File: src/rtl/word_assembler.sv
// Byte-to-word assembler: collects N=W/B bytes LSB-first, then pulses out_en.
// Define WORD_ASSEMBLER_PARITY_EN to add the out_par output.
module word_assembler #(
   parameter int W = 32,
   parameter int B = 8
) (
   input  logic         clk,
   input  logic         rst,
   input  logic [B-1:0] in_data,
   input  logic         in_valid,
   output logic         in_ready,
   input  logic         flush,
   input  logic         out_hold,
   output logic [W-1:0] out_data,
`ifdef WORD_ASSEMBLER_PARITY_EN
   output logic         out_par,
`endif
   output logic         out_en
);

   localparam int N  = W / B;
   localparam int CW = (N > 1) ? $clog2(N) : 1;

   typedef enum logic {FILL, FULL} state_t;

   state_t         state, state_nx;
   logic [CW-1:0]  cnt, cnt_nx;
   logic [W-1:0]   data, data_nx;
   logic           accept;

   assign in_ready = (state == FILL) && !flush && !rst;
   assign out_en   = (state == FULL) && !out_hold && !rst;
   assign accept   = in_valid && in_ready;
   assign out_data = data;

`ifdef WORD_ASSEMBLER_PARITY_EN
   assign out_par = ^data;
`endif

   always_ff @(posedge clk) begin
      if (rst) begin
         state <= FILL;
         cnt   <= '0;
         data  <= '0;
      end else begin
         state <= state_nx;
         cnt   <= cnt_nx;
         data  <= data_nx;
      end
   end

   always_comb begin
      state_nx = state;
      cnt_nx   = cnt;
      data_nx  = data;
      unique case (state)
         FILL: begin
            // flush drops the slot position only; stale bytes get overwritten
            if (flush) begin
               cnt_nx = '0;
            end else if (accept) begin
               for (int i = 0; i < N; i++) begin
                  if (cnt == CW'(i)) data_nx[i*B +: B] = in_data;
               end
               if (cnt == CW'(N - 1)) begin
                  cnt_nx   = '0;
                  state_nx = FULL;
               end else begin
                  cnt_nx = cnt + CW'(1);
               end
            end
         end
         FULL: begin
            if (!out_hold) state_nx = FILL;
         end
         default: state_nx = FILL;
      endcase
   end

endmodule

File: config.mk
export PLATFORM = sky130hd
export DESIGN_NAME = word_assembler
export DESIGN_NICKNAME = d
export VERILOG_FILES = /design/src/rtl/word_assembler.sv
export SDC_FILE = /design/constraint.sdc
export NUM_CORES = 1
export LEC_CHECK = 0
export ABC_AREA = 0
export BUFFER_PORTS_ARGS = -buffer_cell sky130_fd_sc_hd__buf_2
export CORE_AREA = 5 5 64 66
export CTS_BUF_LIST = sky130_fd_sc_hd__clkbuf_4 sky130_fd_sc_hd__clkbuf_8 sky130_fd_sc_hd__clkbuf_16
export DETAILED_ROUTE_END_ITERATION = 6
export DIE_AREA = 0 0 69 71
export PLACE_DENSITY = 0.82
export SYNTH_ARGS = -nofsm -noshare
export SYNTH_HDL_FRONTEND = slang
export SYNTH_SLANG_ARGS = --single-unit
File: constraint.sdc
create_clock -name clk -period 1.2 [get_ports clk]
set_input_delay 0.12 -clock clk [delete_from_list [all_inputs] [get_ports clk]]
set_output_delay 0.12 -clock clk [all_outputs]
set_load 0.01 [all_outputs]
==> report_table.html, run 1 <==
<table>
<tr><th>Metric</th><th>Value</th></tr>
<tr><th colspan="2">Outcome</th></tr>
<tr><td>Result of the run</td><td>finished, violations left</td></tr>
<tr><td>Violated checks</td><td>negative setup slack</td></tr>
<tr><th colspan="2">Yosys</th></tr>
<tr><td>Synthesized flop and latch total</td><td>35</td></tr>
<tr><td>Proportion of synthesized area in mux cells</td><td>0%</td></tr>
<tr><td>Mean instance size in the synthesized netlist</td><td>8.528 µm²</td></tr>
<tr><td>Synthesized area</td><td>1433 µm²</td></tr>
<tr><td>Synth Flop Type</td><td>sky130_fd_sc_hd__dfxtp_1</td></tr>
<tr><td>XOR/XNOR share of the synthesized area</td><td>0%</td></tr>
<tr><td>Total nets after synthesis</td><td>185</td></tr>
<tr><td>Adder and majority cell fraction of the synthesized area</td><td>3.493%</td></tr>
<tr><td>Number of synthesized flops with an enable pin</td><td>0</td></tr>
<tr><td>Cell type with the largest total area after synthesis</td><td>sky130_fd_sc_hd__dfxtp_1</td></tr>
<tr><td>Post-Syn Instances</td><td>168</td></tr>
<tr><td>Most numerous cell types in the synthesized netlist</td><td>sky130_fd_sc_hd__dfxtp_1, sky130_fd_sc_hd__a21oi_1, sky130_fd_sc_hd__nand3_1</td></tr>
<tr><td>Share of the synthesized area in the top cell type</td><td>48.91%</td></tr>
<tr><td>Cell with the most instances after synthesis</td><td>sky130_fd_sc_hd__dfxtp_1</td></tr>
<tr><td>Number of distinct standard cells referenced by the synthesized netlist</td><td>19</td></tr>
<tr><td>Share of the synthesized area in compound gates (AO/OA/AOI/OAI)</td><td>24.28%</td></tr>
<tr><td>Sequential share of the synthesized area</td><td>48.91%</td></tr>
<tr><td>Share of async-settable or async-resettable flops after synthesis</td><td>0%</td></tr>
<tr><td>Dominant combinational cell family by area after synthesis</td><td>compound AO/OA/AOI/OAI gates</td></tr>
<tr><td>Simple-gate portion of the synthesized area</td><td>15.90%</td></tr>
<tr><td>Area contributors post-synth</td><td>sky130_fd_sc_hd__dfxtp_1, sky130_fd_sc_hd__a21oi_1, sky130_fd_sc_hd__nand3_1</td></tr>
<tr><td>Number of synthesis warnings</td><td>0</td></tr>
<tr><th colspan="2">Timing</th></tr>
<tr><td>Count of endpoints failing hold in the final timing report</td><td>0</td></tr>
<tr><td>Unrepaired setup endpoints after global routing</td><td>yes</td></tr>
<tr><td>FMAX</td><td>743.3 MHz</td></tr>
<tr><td>Pin slew with the least headroom to its limit</td><td>0.3851 ns</td></tr>
<tr><td>Ratio of final minimum period to clock period</td><td>112.1%</td></tr>
<tr><td>Worst clock skew</td><td>0.002228 ns</td></tr>
<tr><td>Max-slew violation count</td><td>0</td></tr>
<tr><td>Count of final setup violators</td><td>35</td></tr>
<tr><td>Setup slack after layout</td><td>-0.1453 ns</td></tr>
<tr><td>Minimum period implied by the final worst setup slack</td><td>1.345 ns</td></tr>
<tr><td>Worst relative slew slack</td><td>74.33%</td></tr>
<tr><th colspan="2">Die</th></tr>
<tr><td>Effective utilization at floorplan</td><td>40.66%</td></tr>
<tr><td>Area of the die</td><td>4899 µm²</td></tr>
<tr><td>Placement Rows</td><td>22</td></tr>
<tr><td>Die Ht</td><td>71 µm</td></tr>
<tr><td>Core area</td><td>3523 µm²</td></tr>
<tr><td>Die width</td><td>69 µm</td></tr>
<tr><td>Total I/O pin count</td><td>47</td></tr>
<tr><th colspan="2">Critical path</th></tr>
<tr><td>Worst setup EP type</td><td>flip-flop</td></tr>
<tr><td>Type of element launching the critical path</td><td>flip-flop</td></tr>
<tr><td>Worst-path maximum fanout</td><td>6</td></tr>
<tr><td>Category of the most critical setup path</td><td>flip-flop to flip-flop</td></tr>
<tr><td>Arrival time worst endpoint</td><td>1.57 ns</td></tr>
<tr><td>R2r setup slk</td><td>-0.15 ns</td></tr>
<tr><td>CP required</td><td>1.42 ns</td></tr>
<tr><td>Source of the worst register-to-register timing path</td><td>state$_SDFF_PP0_</td></tr>
<tr><td>Startpoint of the most critical setup path</td><td>state$_SDFF_PP0_</td></tr>
<tr><th colspan="2">Detailed routing</th></tr>
<tr><td>Average vias per placed instance</td><td>5.553</td></tr>
<tr><td>Routed vias</td><td>1527</td></tr>
<tr><td>Number of detailed-route iterations in the first pass</td><td>4</td></tr>
<tr><td>Initial DRC Count</td><td>135</td></tr>
<tr><td>Routed wire length</td><td>4457 µm</td></tr>
<tr><td>Wire length per cell</td><td>16.21 µm</td></tr>
<tr><td>DRC violations left</td><td>0</td></tr>
<tr><td>ANT nets after route</td><td>0</td></tr>
<tr><th colspan="2">Global routing</th></tr>
<tr><td>Antenna violations before repair</td><td>0</td></tr>
<tr><td>Remaining Overflow, GRT</td><td>0</td></tr>
<tr><td>Wire length of the first global-routing pass</td><td>6934 µm</td></tr>
<tr><td>Number of global-route vias before repair</td><td>1366</td></tr>
<tr><td>Largest net degree at the start of global routing</td><td>38</td></tr>
<tr><td>Overall global routing resource usage</td><td>18.01%</td></tr>
<tr><th colspan="2">Finish</th></tr>
<tr><td>Area Growth Syn to Fin</td><td>40.61%</td></tr>
<tr><td>Multi-input gate area in the final layout</td><td>794.5 µm²</td></tr>
<tr><td>Flip-flop and latch area</td><td>709.4 µm²</td></tr>
<tr><td>Antenna cells</td><td>0</td></tr>
<tr><td>Number of nets at the end of the flow</td><td>244</td></tr>
<tr><td>Fill cell instance count of the final layout</td><td>335</td></tr>
<tr><td>Share of post-route cells with drive strength above 1</td><td>48.02%</td></tr>
<tr><td>Core utilization of the finished layout</td><td>57.17%</td></tr>
<tr><th colspan="2">Placed design</th></tr>
<tr><td>DP Wirelength</td><td>2580 µm</td></tr>
<tr><td>GPL Wtd Cong</td><td>0.7724</td></tr>
<tr><td>Port bufs</td><td>46</td></tr>
<tr><td>Dpl ws</td><td>-0.2295 ns</td></tr>
<tr><th colspan="2">Min path</th></tr>
<tr><td>Hold_sp</td><td>in_data[1]</td></tr>
<tr><td>Hold/Removal Path Class</td><td>primary input to flip-flop</td></tr>
<tr><th colspan="2">Clock network</th></tr>
<tr><td>CTS Hold Bufs</td><td>0</td></tr>
<tr><td>CTS Root Cell</td><td>sky130_fd_sc_hd__clkbuf_4</td></tr>
<tr><td>CTS clk-pin slew, worst paths</td><td>0.10 ns</td></tr>
<tr><td>TritonCTS clock tree</td><td>done</td></tr>
<tr><td>Clock latency of the later-clocked register in the worst-skew pair</td><td>0.34 ns</td></tr>
<tr><td>Maximum clock insertion buffer count</td><td>2</td></tr>
<tr><td>Inserted Clock Buffers</td><td>5</td></tr>
<tr><td>Number of sinks driven by the clock tree</td><td>35</td></tr>
<tr><td>Htree depth</td><td>2</td></tr>
<tr><th colspan="2">Power</th></tr>
<tr><td>Power density relative to cell area</td><td>1027 nW/µm²</td></tr>
<tr><td>PnR Total Power</td><td>2.068 mW</td></tr>
<tr><td>VDD IR-drop max</td><td>0.7108 mV</td></tr>
<tr><td>Leakage power of the design</td><td>0.7941 nW</td></tr>
<tr><th colspan="2">Flow run</th></tr>
<tr><td>Maxcap violations</td><td>0</td></tr>
</table>
[critical path: stages, from the launching register on]
cell	delay, ns
sky130_fd_sc_hd__dfxtp_4	0.39
sky130_fd_sc_hd__or4b_4	0.58
sky130_fd_sc_hd__o21ai_2	0.17
sky130_fd_sc_hd__a21oi_1	0.09
[repair_timing]
action,4_1_cts,5_1_grt
buffers inserted,1,5
pin swaps,3,1
gates cloned,4,0
gates resized for setup,19,23
setup endpoints to repair,35,36
[area by class of cell]
type / instances / share of cell area, %
clock inverters: 1 / 0.2484
clock buffers: 6 / 2.547
repair buffers: 62 / 18.07
multi-input cells: 117 / 39.44
flip-flops and latches: 35 / 35.22
well taps: 48 / 2.981
inverters: 6 / 1.491
[final timing paths]
check	end	depth (start not counted)
min	out_data[1]$_SDFFE_PP0P_	3
min reg2reg	out_data[2]$_SDFFE_PP0P_	2
max reg2reg	out_data[27]$_SDFFE_PP0P_	3
max	out_data[27]$_SDFFE_PP0P_	3
[state kept, by name, summed over array words and instances, names as in the netlist]
signal	flops
cnt	2
out_data	32
state	1
[placed cells by master (no fill, tap or decap), drive strengths merged]
cell	netlist	layout
dfxtp	35	35
o21ai	33	33
ha	4	4
inv	6	4
a21oi	32	32
nor4b	1	1
clkinv	0	1
nor3b	2	2
nand3	32	32
nand3b	1	1
nor3	1	1
clkinvlp	0	2
o21bai	1	1
nor2	3	3
a22oi	2	2
clkbuf	6	6
buf	8	62
or4b	1	5
[cells by family (layout without fill, tap and decap cells)]
kind of cell,after synthesis,after routing
adders and majority gates,4,4
and+or+nand+nor,41,45
AOI/OAI and AO/OA,68,68
DFF,35,35
buffers and inverters,20,75
[per-layer routing]
metal  GRT usage, %  routed length, µm  up-vias
met3          4.972                480       10
met2          27.75               2114       89
li1               -                  -      738
met4          8.460                131        0
met5              0                  0        -
met1          23.37               1731      690
[report_power, final]
part           internal [mW]  leakage [nW]  switching, mW  total, mW
registers               1.17         0.285        0.00961       1.18
logic                 0.0801         0.475          0.147      0.227
clock network          0.271        0.0341          0.389      0.660
[per-stage QoR]
| step | std cells | hold slack (ns) | setup TNS (ns) | area [µm²] |
|---|---|---|---|---|
| 3_3_place_gp | 258 | 0.3979 | -5.126 | 1737 |
| 2_1_floorplan | 168 | 0.2677 | -2.994 | 1436 |
| 5_1_grt | 275 | 0.05244 | -5.210 | 2014 |
| 3_5_place_dp | 258 | 0.4177 | -5.976 | 1737 |
| 4_1_cts | 270 | 0.05502 | -2.919 | 1899 |
| 6_report | 275 | 0.05862 | -4.014 | 2014 |
No activity file was read; power rests on OpenSTA's default activity.
==> run 2: changes to the inputs <==
--- a/config.mk
+++ b/config.mk
@@ -11,7 +11,7 @@
 export CTS_BUF_LIST = sky130_fd_sc_hd__clkbuf_4 sky130_fd_sc_hd__clkbuf_8 sky130_fd_sc_hd__clkbuf_16
 export DETAILED_ROUTE_END_ITERATION = 6
 export DIE_AREA = 0 0 69 71
-export PLACE_DENSITY = 0.82
+export PLACE_DENSITY = 0.68
 export SYNTH_ARGS = -nofsm -noshare
 export SYNTH_HDL_FRONTEND = slang
 export SYNTH_SLANG_ARGS = --single-unit
==> report_table.html, run 2 (synthesized netlist as in run 1, its figures left out) <==
<table>
<tr><th>Metric</th><th>Value</th></tr>
<tr><th colspan="2">Die</th></tr>
<tr><td>Placement Rows</td><td>22 (unchanged)</td></tr>
<tr><td>Effective utilization at floorplan</td><td>40.66% (unchanged)</td></tr>
<tr><td>Total I/O pin count</td><td>47 (unchanged)</td></tr>
<tr><td>Die width</td><td>69 µm (unchanged)</td></tr>
<tr><td>Core area</td><td>3523 µm² (unchanged)</td></tr>
<tr><td>Area of the die</td><td>4899 µm² (unchanged)</td></tr>
<tr><td>Die Ht</td><td>71 µm (unchanged)</td></tr>
<tr><th colspan="2">Clock network</th></tr>
<tr><td>Number of setup buffers added after CTS</td><td>0 (was 1)</td></tr>
<tr><td>Number of sinks driven by the clock tree</td><td>35 (unchanged)</td></tr>
<tr><td>Inserted Clock Buffers</td><td>5 (unchanged)</td></tr>
<tr><td>CTS Root Cell</td><td>sky130_fd_sc_hd__clkbuf_4 (unchanged)</td></tr>
<tr><td>Clock latency of the later-clocked register in the worst-skew pair</td><td>0.33 ns (was 0.34 ns)</td></tr>
<tr><td>TritonCTS clock tree</td><td>done (unchanged)</td></tr>
<tr><td>Maximum clock insertion buffer count</td><td>2 (unchanged)</td></tr>
<tr><td>CTS clk-pin slew, worst paths</td><td>0.10 ns (about the same)</td></tr>
<tr><td>Htree depth</td><td>2 (unchanged)</td></tr>
<tr><th colspan="2">Global routing</th></tr>
<tr><td>Overall global routing resource usage</td><td>15.28% (was 18.01%)</td></tr>
<tr><td>Antenna violations before repair</td><td>0 (unchanged)</td></tr>
<tr><td>Largest net degree at the start of global routing</td><td>38 (unchanged)</td></tr>
<tr><td>Wire length of the first global-routing pass</td><td>6072 µm (was 6934 µm)</td></tr>
<tr><td>Remaining Overflow, GRT</td><td>0 (unchanged)</td></tr>
<tr><td>Number of global-route vias before repair</td><td>1249 (was 1366)</td></tr>
<tr><th colspan="2">Critical path</th></tr>
<tr><td>Type of element launching the critical path</td><td>flip-flop (unchanged)</td></tr>
<tr><td>Arrival time worst endpoint</td><td>1.56 ns (was 1.57 ns)</td></tr>
<tr><td>Worst setup EP type</td><td>flip-flop (unchanged)</td></tr>
<tr><td>Slowest Stage Delay on Critical Path</td><td>0.49 ns (was 0.58 ns)</td></tr>
<tr><td>Category of the most critical setup path</td><td>flip-flop to flip-flop (unchanged)</td></tr>
<tr><td>Worst-path maximum fanout</td><td>33 (was 6)</td></tr>
<tr><td>Slowest-stage cell, CP</td><td>sky130_fd_sc_hd__or4b_4 (unchanged)</td></tr>
<tr><td>Startpoint of the most critical setup path</td><td>state$_SDFF_PP0_ (unchanged)</td></tr>
<tr><td>Ordered list of cells on the worst path</td><td>or4b_4 &gt; buf_12 &gt; o21ai_1 &gt; a21oi_1 (was or4b_4 &gt; o21ai_2 &gt; a21oi_1)</td></tr>
<tr><td>Source of the worst register-to-register timing path</td><td>state$_SDFF_PP0_ (unchanged)</td></tr>
<tr><td>CP required</td><td>1.41 ns (was 1.42 ns)</td></tr>
<tr><th colspan="2">Power</th></tr>
<tr><td>Power density relative to cell area</td><td>1109 nW/µm² (was 1027 nW/µm²)</td></tr>
<tr><td>VDD IR-drop max</td><td>0.5843 mV (was 0.7108 mV)</td></tr>
<tr><td>Leakage power of the design</td><td>0.7572 nW (was 0.7941 nW)</td></tr>
<tr><td>PnR Total Power</td><td>2.025 mW (was 2.068 mW)</td></tr>
<tr><th colspan="2">Timing</th></tr>
<tr><td>Count of final setup violators</td><td>35 (unchanged)</td></tr>
<tr><td>Pin slew with the least headroom to its limit</td><td>0.3736 ns (was 0.3851 ns)</td></tr>
<tr><td>Unrepaired setup endpoints after global routing</td><td>yes (unchanged)</td></tr>
<tr><td>Setup slack after layout</td><td>-0.1515 ns (was -0.1453 ns)</td></tr>
<tr><td>Count of endpoints failing hold in the final timing report</td><td>0 (unchanged)</td></tr>
<tr><td>Max-slew violation count</td><td>0 (unchanged)</td></tr>
<tr><td>Minimum period implied by the final worst setup slack</td><td>1.352 ns (was 1.345 ns)</td></tr>
<tr><td>Ratio of final minimum period to clock period</td><td>112.6% (was 112.1%)</td></tr>
<tr><td>Worst clock skew</td><td>0.002639 ns (was 0.002228 ns)</td></tr>
<tr><td>FMAX</td><td>739.9 MHz (was 743.3 MHz)</td></tr>
<tr><td>Worst relative slew slack</td><td>75.10% (was 74.33%)</td></tr>
<tr><th colspan="2">Min path</th></tr>
<tr><td>Hold/Removal Path Class</td><td>primary input to flip-flop (unchanged)</td></tr>
<tr><td>Hold_sp</td><td>out_hold (was in_data[1])</td></tr>
<tr><th colspan="2">Finish</th></tr>
<tr><td>Antenna cells</td><td>0 (unchanged)</td></tr>
<tr><td>Area Growth Syn to Fin</td><td>27.42% (was 40.61%)</td></tr>
<tr><td>Number of standard cells in the layout, taps in and fillers out</td><td>268 (was 275)</td></tr>
<tr><td>Cell area after layout</td><td>1826 µm² (was 2014 µm²)</td></tr>
<tr><td>Most frequent standard cell in the layout excluding fill and tap cells</td><td>sky130_fd_sc_hd__buf_2 (unchanged)</td></tr>
<tr><td>Core utilization of the finished layout</td><td>51.81% (was 57.17%)</td></tr>
<tr><td>Share of post-route cells with drive strength above 1</td><td>32.73% (was 48.02%)</td></tr>
<tr><td>Flip-flop count of the largest register after layout</td><td>32 (unchanged)</td></tr>
<tr><td>Top library cells by usage in the layout, fill and taps aside</td><td>sky130_fd_sc_hd__buf_2, sky130_fd_sc_hd__dfxtp_1, sky130_fd_sc_hd__nand3_1, sky130_fd_sc_hd__o21ai_1, sky130_fd_sc_hd__a21oi_1 (was sky130_fd_sc_hd__buf_2, sky130_fd_sc_hd__nand3_1, sky130_fd_sc_hd__dfxtp_1)</td></tr>
<tr><td>Number of nets at the end of the flow</td><td>236 (was 244)</td></tr>
<tr><th colspan="2">Placed design</th></tr>
<tr><td>Cell count after placement</td><td>260 (was 258)</td></tr>
<tr><td>DP Wirelength</td><td>2608 µm (was 2580 µm)</td></tr>
<tr><td>Placement Cell Area</td><td>1764 µm² (was 1737 µm²)</td></tr>
<tr><td>Dpl ws</td><td>-0.1551 ns (was -0.2295 ns)</td></tr>
<tr><td>Port bufs</td><td>46 (unchanged)</td></tr>
<tr><td>GPL Wtd Cong</td><td>0.7462 (was 0.7724)</td></tr>
<tr><th colspan="2">Flow run</th></tr>
<tr><td>Maxcap violations</td><td>0 (unchanged)</td></tr>
<tr><th colspan="2">Detailed routing</th></tr>
<tr><td>Initial DRC Count</td><td>143 (was 135)</td></tr>
<tr><td>Number of detailed-route iterations in the first pass</td><td>4 (unchanged)</td></tr>
<tr><td>Average vias per placed instance</td><td>5.168 (was 5.553)</td></tr>
<tr><td>DRC violations left</td><td>0 (unchanged)</td></tr>
<tr><td>ANT nets after route</td><td>0 (unchanged)</td></tr>
<tr><td>Wire length per cell</td><td>13.63 µm (was 16.21 µm)</td></tr>
<tr><td>Routed wire length</td><td>3653 µm (was 4457 µm)</td></tr>
<tr><td>Routed vias</td><td>1385 (was 1527)</td></tr>
<tr><th colspan="2">Outcome</th></tr>
<tr><td>Violated checks</td><td>negative setup slack (unchanged)</td></tr>
<tr><td>Result of the run</td><td>finished, violations left (unchanged)</td></tr>
</table>
[run 2: cell count changes in the layout (fill, tap and decap cells not counted), moves of 2 or more]
cell / delta
sky130_fd_sc_hd__o21ai_1: +21
sky130_fd_sc_hd__o21ai_2: -21
sky130_fd_sc_hd__or4b_4: -4
sky130_fd_sc_hd__buf_4: -3
sky130_fd_sc_hd__a21oi_1: +2
sky130_fd_sc_hd__a21oi_2: -2
sky130_fd_sc_hd__clkbuf_4: +2
sky130_fd_sc_hd__clkinvlp_4: -2
sky130_fd_sc_hd__dfxtp_1: +2
sky130_fd_sc_hd__dfxtp_4: -2
sky130_fd_sc_hd__ha_1: +2
sky130_fd_sc_hd__ha_2: -2
sky130_fd_sc_hd__nor3b_1: +2
sky130_fd_sc_hd__nor3b_2: -2
[run 2: per-stage QoR]
stage | setup TNS, ns | hold WS (ns)
finish | -3.961 | 0.06330
CTS | -3.967 | 0.05522
floorplan | -2.994 | 0.2677
detailed placement | -3.632 | 0.3920
global route | -5.314 | 0.05958
global placement | -3.078 | 0.4124
[run 2: area by class of cell]
class	count	area (µm²)
tap	48	60.06
clock inverter	1	5.005
multi-input combinational	113	638.1
clock buffer	7	52.55
timing repair buffer	58	345.3
fill	370	1698
sequential	35	701.9
inverter	6	22.52
[run 2: repair_timing]
item                       in CTS  in global routing
resized for setup               3                  2
setup endpoints to repair      35                 35
hold buffers                    0                  0
[run 2: path summary, 6_finish.rpt]
check | end | slack, ns | cells after the start
worst max register to register | out_data[31]$_SDFFE_PP0P_ | -0.15 | 4
worst min register to register | out_data[30]$_SDFFE_PP0P_ | 0.48 | 2
worst min-delay path | state$_SDFF_PP0_ | 0.06 | 3
worst max-delay path | out_data[31]$_SDFFE_PP0P_ | -0.15 | 4
[run 2: where the power goes]
part / switching [mW] / internal (mW) / total [mW]
Combinational: 0.121 / 0.0738 / 0.195
Clock: 0.375 / 0.274 / 0.648
Sequential: 0.00765 / 1.17 / 1.18
Total: 0.503 / 1.52 / 2.02
[run 2: worst max-delay path, delay by kind of cell (launching register included)]
kind                   cells  cell delay [ns]
DFF                        1             0.33
AOI/OAI and AO/OA          2             0.22
buffers and inverters      1             0.19
and+or+nand+nor            1             0.49
[run 2: layer usage]
metal | GRT usage [%] | vias up | wire length, µm | share of wire [%]
li1 | - | 706 | - | -
met1 | 18.67 | 637 | 1568 | 43
met2 | 25.11 | 36 | 1814 | 50
met3 | 5.682 | 6 | 224 | 6.1
met4 | 4.555 | 0 | 46 | 1.3
met5 | 0 | - | 0 | 0
